`src/rtl/frame_encoder.sv`:
```
// frame_encoder: serializes start/end angle plus NUM_POINTS Q16.16 (x, y) points into
// a framed byte stream (sync, LEN, LE payload, CHK). Define FRAME_ENCODER_CRC8_EN for CRC-8 CHK.
module frame_encoder #(
  parameter int unsigned NUM_POINTS = 12,
  parameter logic [7:0]  SYNC0      = 8'hAA,
  parameter logic [7:0]  SYNC1      = 8'h55
) (
  input  logic               clk,
  input  logic               rst,
  input  logic [15:0]        start_angle10_in,
  input  logic [15:0]        end_angle10_in,
  input  logic signed [31:0] points_x_q16_16 [0:NUM_POINTS-1],
  input  logic signed [31:0] points_y_q16_16 [0:NUM_POINTS-1],
  input  logic               points_valid,
  output logic               points_ready,
  output logic [7:0]         dout,
  output logic               wr_en,
  input  logic               fifo_out_full,
  output logic               busy
);

  localparam int unsigned LEN   = 4 + 8 * NUM_POINTS;
  localparam int unsigned KW    = (NUM_POINTS > 1) ? $clog2(NUM_POINTS) : 1;
  localparam logic [7:0]  LEN_B = 8'(LEN);

  typedef enum logic [2:0] {
    S_IDLE, S_SYNC0, S_SYNC1, S_LEN, S_PAY, S_CHK
  } state_t;

  state_t             r_state;
  logic [7:0]         r_idx;
  logic [7:0]         r_acc;
  logic [15:0]        r_sa;
  logic [15:0]        r_ea;
  logic signed [31:0] r_x [0:NUM_POINTS-1];
  logic signed [31:0] r_y [0:NUM_POINTS-1];

  logic [7:0]    w_sel_idx;
  logic [7:0]    w_p;
  logic [KW-1:0] w_k;
  logic [31:0]   w_word;
  logic [15:0]   w_ang;
  logic [7:0]    w_next_byte;
  logic [7:0]    w_acc_upd;

  // Checksum step over one written byte.
  function automatic logic [7:0] acc_upd(input logic [7:0] acc, input logic [7:0] b);
    logic [7:0] c;
`ifdef FRAME_ENCODER_CRC8_EN
    c = acc ^ b;
    for (int i = 0; i < 8; i++) begin
      c = c[7] ? ({c[6:0], 1'b0} ^ 8'h07) : {c[6:0], 1'b0};
    end
`else
    c = acc + b;
`endif
    return c;
  endfunction

  // dout always holds the byte to be written next; this picks the payload byte after it.
  always_comb begin
    w_sel_idx = (r_state == S_LEN) ? 8'd0 : r_idx + 8'd1;
    w_p       = w_sel_idx - 8'd4;
    w_k       = KW'(w_p[7:3]);
    w_word    = w_p[2] ? r_y[w_k] : r_x[w_k];
    w_ang     = w_sel_idx[1] ? r_ea : r_sa;
    if (w_sel_idx < 8'd4) begin
      w_next_byte = w_sel_idx[0] ? w_ang[15:8] : w_ang[7:0];
    end else begin
      w_next_byte = w_word[{w_p[1:0], 3'b000} +: 8];
    end
    w_acc_upd = acc_upd(r_acc, dout);
  end

  assign wr_en = (r_state != S_IDLE) && !fifo_out_full && !rst;

  always_ff @(posedge clk) begin
    if (rst) begin
      r_state      <= S_IDLE;
      r_idx        <= 8'd0;
      r_acc        <= 8'd0;
      dout         <= 8'd0;
      points_ready <= 1'b0;
      busy         <= 1'b0;
    end else begin
      case (r_state)
        S_IDLE: begin
          if (points_valid && points_ready) begin
            r_sa         <= start_angle10_in;
            r_ea         <= end_angle10_in;
            r_x          <= points_x_q16_16;
            r_y          <= points_y_q16_16;
            r_idx        <= 8'd0;
            r_acc        <= 8'd0;
            dout         <= SYNC0;
            points_ready <= 1'b0;
            busy         <= 1'b1;
            r_state      <= S_SYNC0;
          end else begin
            points_ready <= 1'b1;
          end
        end
        S_SYNC0: if (wr_en) begin
          dout    <= SYNC1;
          r_state <= S_SYNC1;
        end
        S_SYNC1: if (wr_en) begin
          dout    <= LEN_B;
          r_state <= S_LEN;
        end
        S_LEN: if (wr_en) begin
          r_acc   <= w_acc_upd;
          r_idx   <= 8'd0;
          dout    <= w_next_byte;
          r_state <= S_PAY;
        end
        S_PAY: if (wr_en) begin
          r_acc <= w_acc_upd;
          if (r_idx == LEN_B - 8'd1) begin
            dout    <= w_acc_upd;
            r_state <= S_CHK;
          end else begin
            dout  <= w_next_byte;
            r_idx <= r_idx + 8'd1;
          end
        end
        S_CHK: if (wr_en) begin
          dout         <= 8'd0;
          points_ready <= 1'b1;
          busy         <= 1'b0;
          r_state      <= S_IDLE;
        end
        default: r_state <= S_IDLE;
      endcase
    end
  end

endmodule
```
`config.mk`:
```
export PLATFORM = sky130hd
export DESIGN_NAME = frame_encoder
export DESIGN_NICKNAME = d
export VERILOG_FILES = /design/src/rtl/frame_encoder.sv
export SDC_FILE = /design/constraint.sdc
export NUM_CORES = 1
export LEC_CHECK = 0
export ABC_CLOCK_PERIOD_IN_PS = 61200
export BUFFER_PORTS_ARGS = -buffer_cell sky130_fd_sc_hd__clkbuf_2
export CAP_MARGIN = 20
export CORE_AREA = 2 2 313 315
export DETAILED_ROUTE_END_ITERATION = 6
export DIE_AREA = 0 0 315 317
export PLACE_DENSITY = 0.66
export SETUP_SLACK_MARGIN = 0.4
export SLEW_MARGIN = 20
export SYNTH_ARGS = -nofsm -noshare
export SYNTH_HDL_FRONTEND = slang
export SYNTH_SLANG_ARGS = --single-unit
export TNS_END_PERCENT = 50
```
`constraint.sdc`:
```
create_clock -name clk -period 61.2 [get_ports clk]
set_clock_uncertainty 0.1 [all_clocks]
set_input_delay 12.24 -clock clk [delete_from_list [all_inputs] [get_ports clk]]
set_output_delay 12.24 -clock clk [all_outputs]
set_load 0.02 [all_outputs]
```
==> implementation parameters <==
Parameter                              Value

Status
  Result of the run ... finished clean

STA
  Max-slew violation count ... 0
  Slew at the pin with the worst max-slew slack ... 1.17 ns
  Final setup fails ... 0
  Setup total negative slack ... 0 ns
  Worst-case headroom to the max-slew limit ... 22.1%
  Time the worst path needs with I/O delays and setup ... 25.45 ns
  Final hold vios ... 0
  Unrepaired setup endpoints after global routing ... no
  Post-Route Hold Slack ... 0.378 ns
  Final period util ... 41.6%
  Achievable clock frequency ... 39.3 MHz

Clocking
  Longest Clk Path Bufs ... 3
  Total clock sinks ... 829
  Buffers inserted by post-CTS timing repair ... 0
  Cts-stage hold buffer count ... 0
  Number of buffers created by CTS ... 90
  Clock H-tree levels ... 3
  Root buffer cell ... sky130_fd_sc_hd__clkbuf_16
  Clock slew at reported path FFs ... 0.06 ns
  Post-cts resize count ... 0
  Clock latency on the worst-skew pair ... 0.70 ns
  TritonCTS clock tree ... yes

Power
  Leak pwr ... 0.0162 uW
  PD cells ... 29.9 mW/mm^2
  Peak supply drop ... 0.0256 mV

Global route
  First-pass GRT wire length ... 175 mm
  GRT overflow ... 0
  Vias in the first global route ... 23548
  Initial antenna violation count ... 33
  Maximum number of pins on one net before global-route repair ... 162
  Gr usage total ... 25.3%

Placed design
  Placed cell count ... 4249
  Final HPWL DP ... 94.7 mm
  Final Wtd Congestion ... 0.881
  Placed cell areas ... 0.0398 sq mm
  Port bufs ... 814

Synthesis
  Mapped Cells ... 2242
  Post-Syn Area per Cell ... 15.3 sq um
  Mapped Nets ... 3057
  Count of cell types in the netlist ... 78
  Dominant synthesized flop cell ... sky130_fd_sc_hd__edfxtp_1
  Number of warnings printed during yosys synthesis ... 0
  Mapped Area ... 0.0342 sq mm
  Number of synthesized flops with an enable pin ... 800
  Share of flip-flops with an asynchronous set or reset after synthesis ... 0%
  Count of state elements after synthesis ... 829
  Share of synthesized area occupied by flip-flops and latches ... 71.8%

Drt
  Via density ... 5.42
  Via count ... 24090
  Remaining routing DRC violations ... 0
  TritonRoute pass-1 iters ... 5
  Average wire per standard cell ... 29.2 um
  Drt initial violations ... 2636
  Number of nets with antenna violations after detailed routing ... 0
  Final WL ... 130 mm

Floorplanning
  Die height ... 317 um
  Effective utilization at floorplan ... 35.6%
  DIE AREA ... 0.0999 sq mm
  Core region area ... 0.0963 sq mm
  I/O pin count ... 815
  DIE WIDTH ... 315 um
  Num rows ... 114

Critical path
  Delay of the slowest critical-path stage ... 0.31 ns
  Arrival time at the worst endpoint ... 13.11 ns
  Endpoint of the worst register-to-register path ... dout[3]
  Critical path endpoint ... wr_en
  Launch point of the worst reg-to-reg path ... r_state[2]
  Critical Path Source Type ... input port
  Type of the setup path with the least slack ... in -> out
  Most frequent cell on the critical path ... sky130_fd_sc_hd__clkbuf_2
  Cell at the slowest stage of the critical path ... sky130_fd_sc_hd__nor3_1
  Sequence of cells on the critical path ... clkbuf_2 > buf_4 > nor3_1 > clkbuf_2
  Crit path required time ... 48.86 ns
  Worst Path Max Fanout ... 34
  Launch point of the worst path ... rst
  Worst-case register-to-register setup slack ... 54.18 ns
  Cells on worst reg2reg path ... 17
  Critical Path End Type ... output port

Cells and area
  Final design instance area without fill ... 0.0429 sq mm
  Total of fill cells in the finished design ... 8639
  Nets ... 3880
  Layout cell share with drive strength beyond 1 ... 36.8%
  Synth-to-layout area growth ... 25.3%
  Final cell utilization of the core ... 44.6%
  Non-filler instance count after layout ... 4447

Job
  Number of max-capacitance violations reported ... 0

Min path
  Tightest Hold Check Type ... reg -> reg
## power by group
part	internal (uW)	switching [uW]
logic	28.4	34.5
clock network	326	236
registers	649	7.52
## worst min-delay path by stage
| stage | slack (ns) | start | end | cells past startpoint |
|---|---|---|---|---|
| floorplan | 0.34 | r_acc[0] | r_acc[0] | 2 |
| detailed placement | 0.35 | r_acc[0] | r_acc[0] | 2 |
| finish | 0.38 | r_acc[0] | r_acc[0] | 2 |
| global route | 0.40 | r_acc[0] | r_acc[0] | 2 |
| global placement | 0.35 | r_acc[0] | r_acc[0] | 2 |
| CTS | 0.36 | r_acc[0] | r_acc[0] | 2 |
## critical path: cells and delay by family
family                 cells  cell delay, ns
buffers and inverters      3            0.55
AND/OR/NAND/NOR            1            0.31
## flip-flops by register name, indices dropped and copies added, names as in the netlist, 3 cells and up
| name | cells |
|---|---|
| r_ea | 16 |
| r_idx | 8 |
| r_state | 3 |
| r_y | 384 |
| r_x | 384 |
| r_acc | 8 |
| dout | 8 |
| r_sa | 16 |
## synthesized netlist by cell type, drive strengths merged, types with 16 or more instances
library cell	n	area, sq um
nand4	32	200
nor3	48	240
inv	16	60.1
a21oi	65	325
o21ai	33	165
mux2i	77	771
mux4	85	1910
nand3	98	490
o22ai	20	125
dfxtp	29	581
a32oi	24	210
nor2	89	334
mux2	16	180
buf	82	539
edfxtp	800	24000
a211oi	18	135
nand2	353	1330
a31oi	34	213
clkbuf	61	229
## layout by cell type (no fill, tap or decap), types with 31 or more instances in the layout
cell type,instances
sky130_fd_sc_hd__nor2_1,82
sky130_fd_sc_hd__nor3_1,46
sky130_fd_sc_hd__nand4_1,32
sky130_fd_sc_hd__clkbuf_2,814
sky130_fd_sc_hd__edfxtp_1,800
sky130_fd_sc_hd__buf_4,57
sky130_fd_sc_hd__mux4_2,85
sky130_fd_sc_hd__a21oi_1,64
sky130_fd_sc_hd__a31oi_1,34
sky130_fd_sc_hd__clkbuf_16,91
sky130_fd_sc_hd__nand2_1,351
sky130_fd_sc_hd__diode_2,31
sky130_fd_sc_hd__mux2i_1,77
sky130_fd_sc_hd__nand3_1,98
## kinds of logic (layout without fill, tap and decap cells)
group	count (synthesis)	after routing	share of synthesized area, %
flip-flops	829	829	71.8
AND/OR/NAND/NOR	699	699	9.09
AO/OA/AOI/OAI	350	350	7.44
multiplexers	178	178	8.37
buffers and inverters	161	1059	2.44
XOR/XNOR	14	14	0.398
adder cells (fa/ha/maj)	11	11	0.424
other	0	31	0
## metrics by stage
| step | setup slack, ns | power [uW] |
|---|---|---|
| 2_1_floorplan | 11.68 | 726 |
| 3_3_place_gp | 35.84 | 730 |
| 3_5_place_dp | 35.77 | 731 |
| 4_1_cts | 35.76 | 1290 |
| 5_1_grt | 35.73 | 1320 |
| 6_report | 35.75 | 1280 |
## layout make-up
| type | instances | area, sq um | area share [%] |
|---|---|---|---|
| antenna | 31 | 77.6 | 0.181 |
| clock buffer | 107 | 2340 | 5.45 |
| clock inverter | 60 | 703 | 1.64 |
| inverter | 18 | 72.6 | 0.169 |
| multi-input combinational | 1252 | 8960 | 20.9 |
| sequential | 829 | 24600 | 57.3 |
| tap | 1276 | 1600 | 3.72 |
| timing repair buffer | 874 | 4560 | 10.6 |
## metal layers
| metal | routed length (um) | global-route usage (%) | vias to the layer above |
|---|---|---|---|
| met1 | 49800 | 32.0 | 12042 |
| li1 | - | - | 10529 |
| met4 | 4120 | 9.26 | 12 |
| met5 | 69 | 0 | - |
| met2 | 64500 | 42.1 | 1289 |
| met3 | 11400 | 6.27 | 218 |
(Power assumes the default switching activity.)
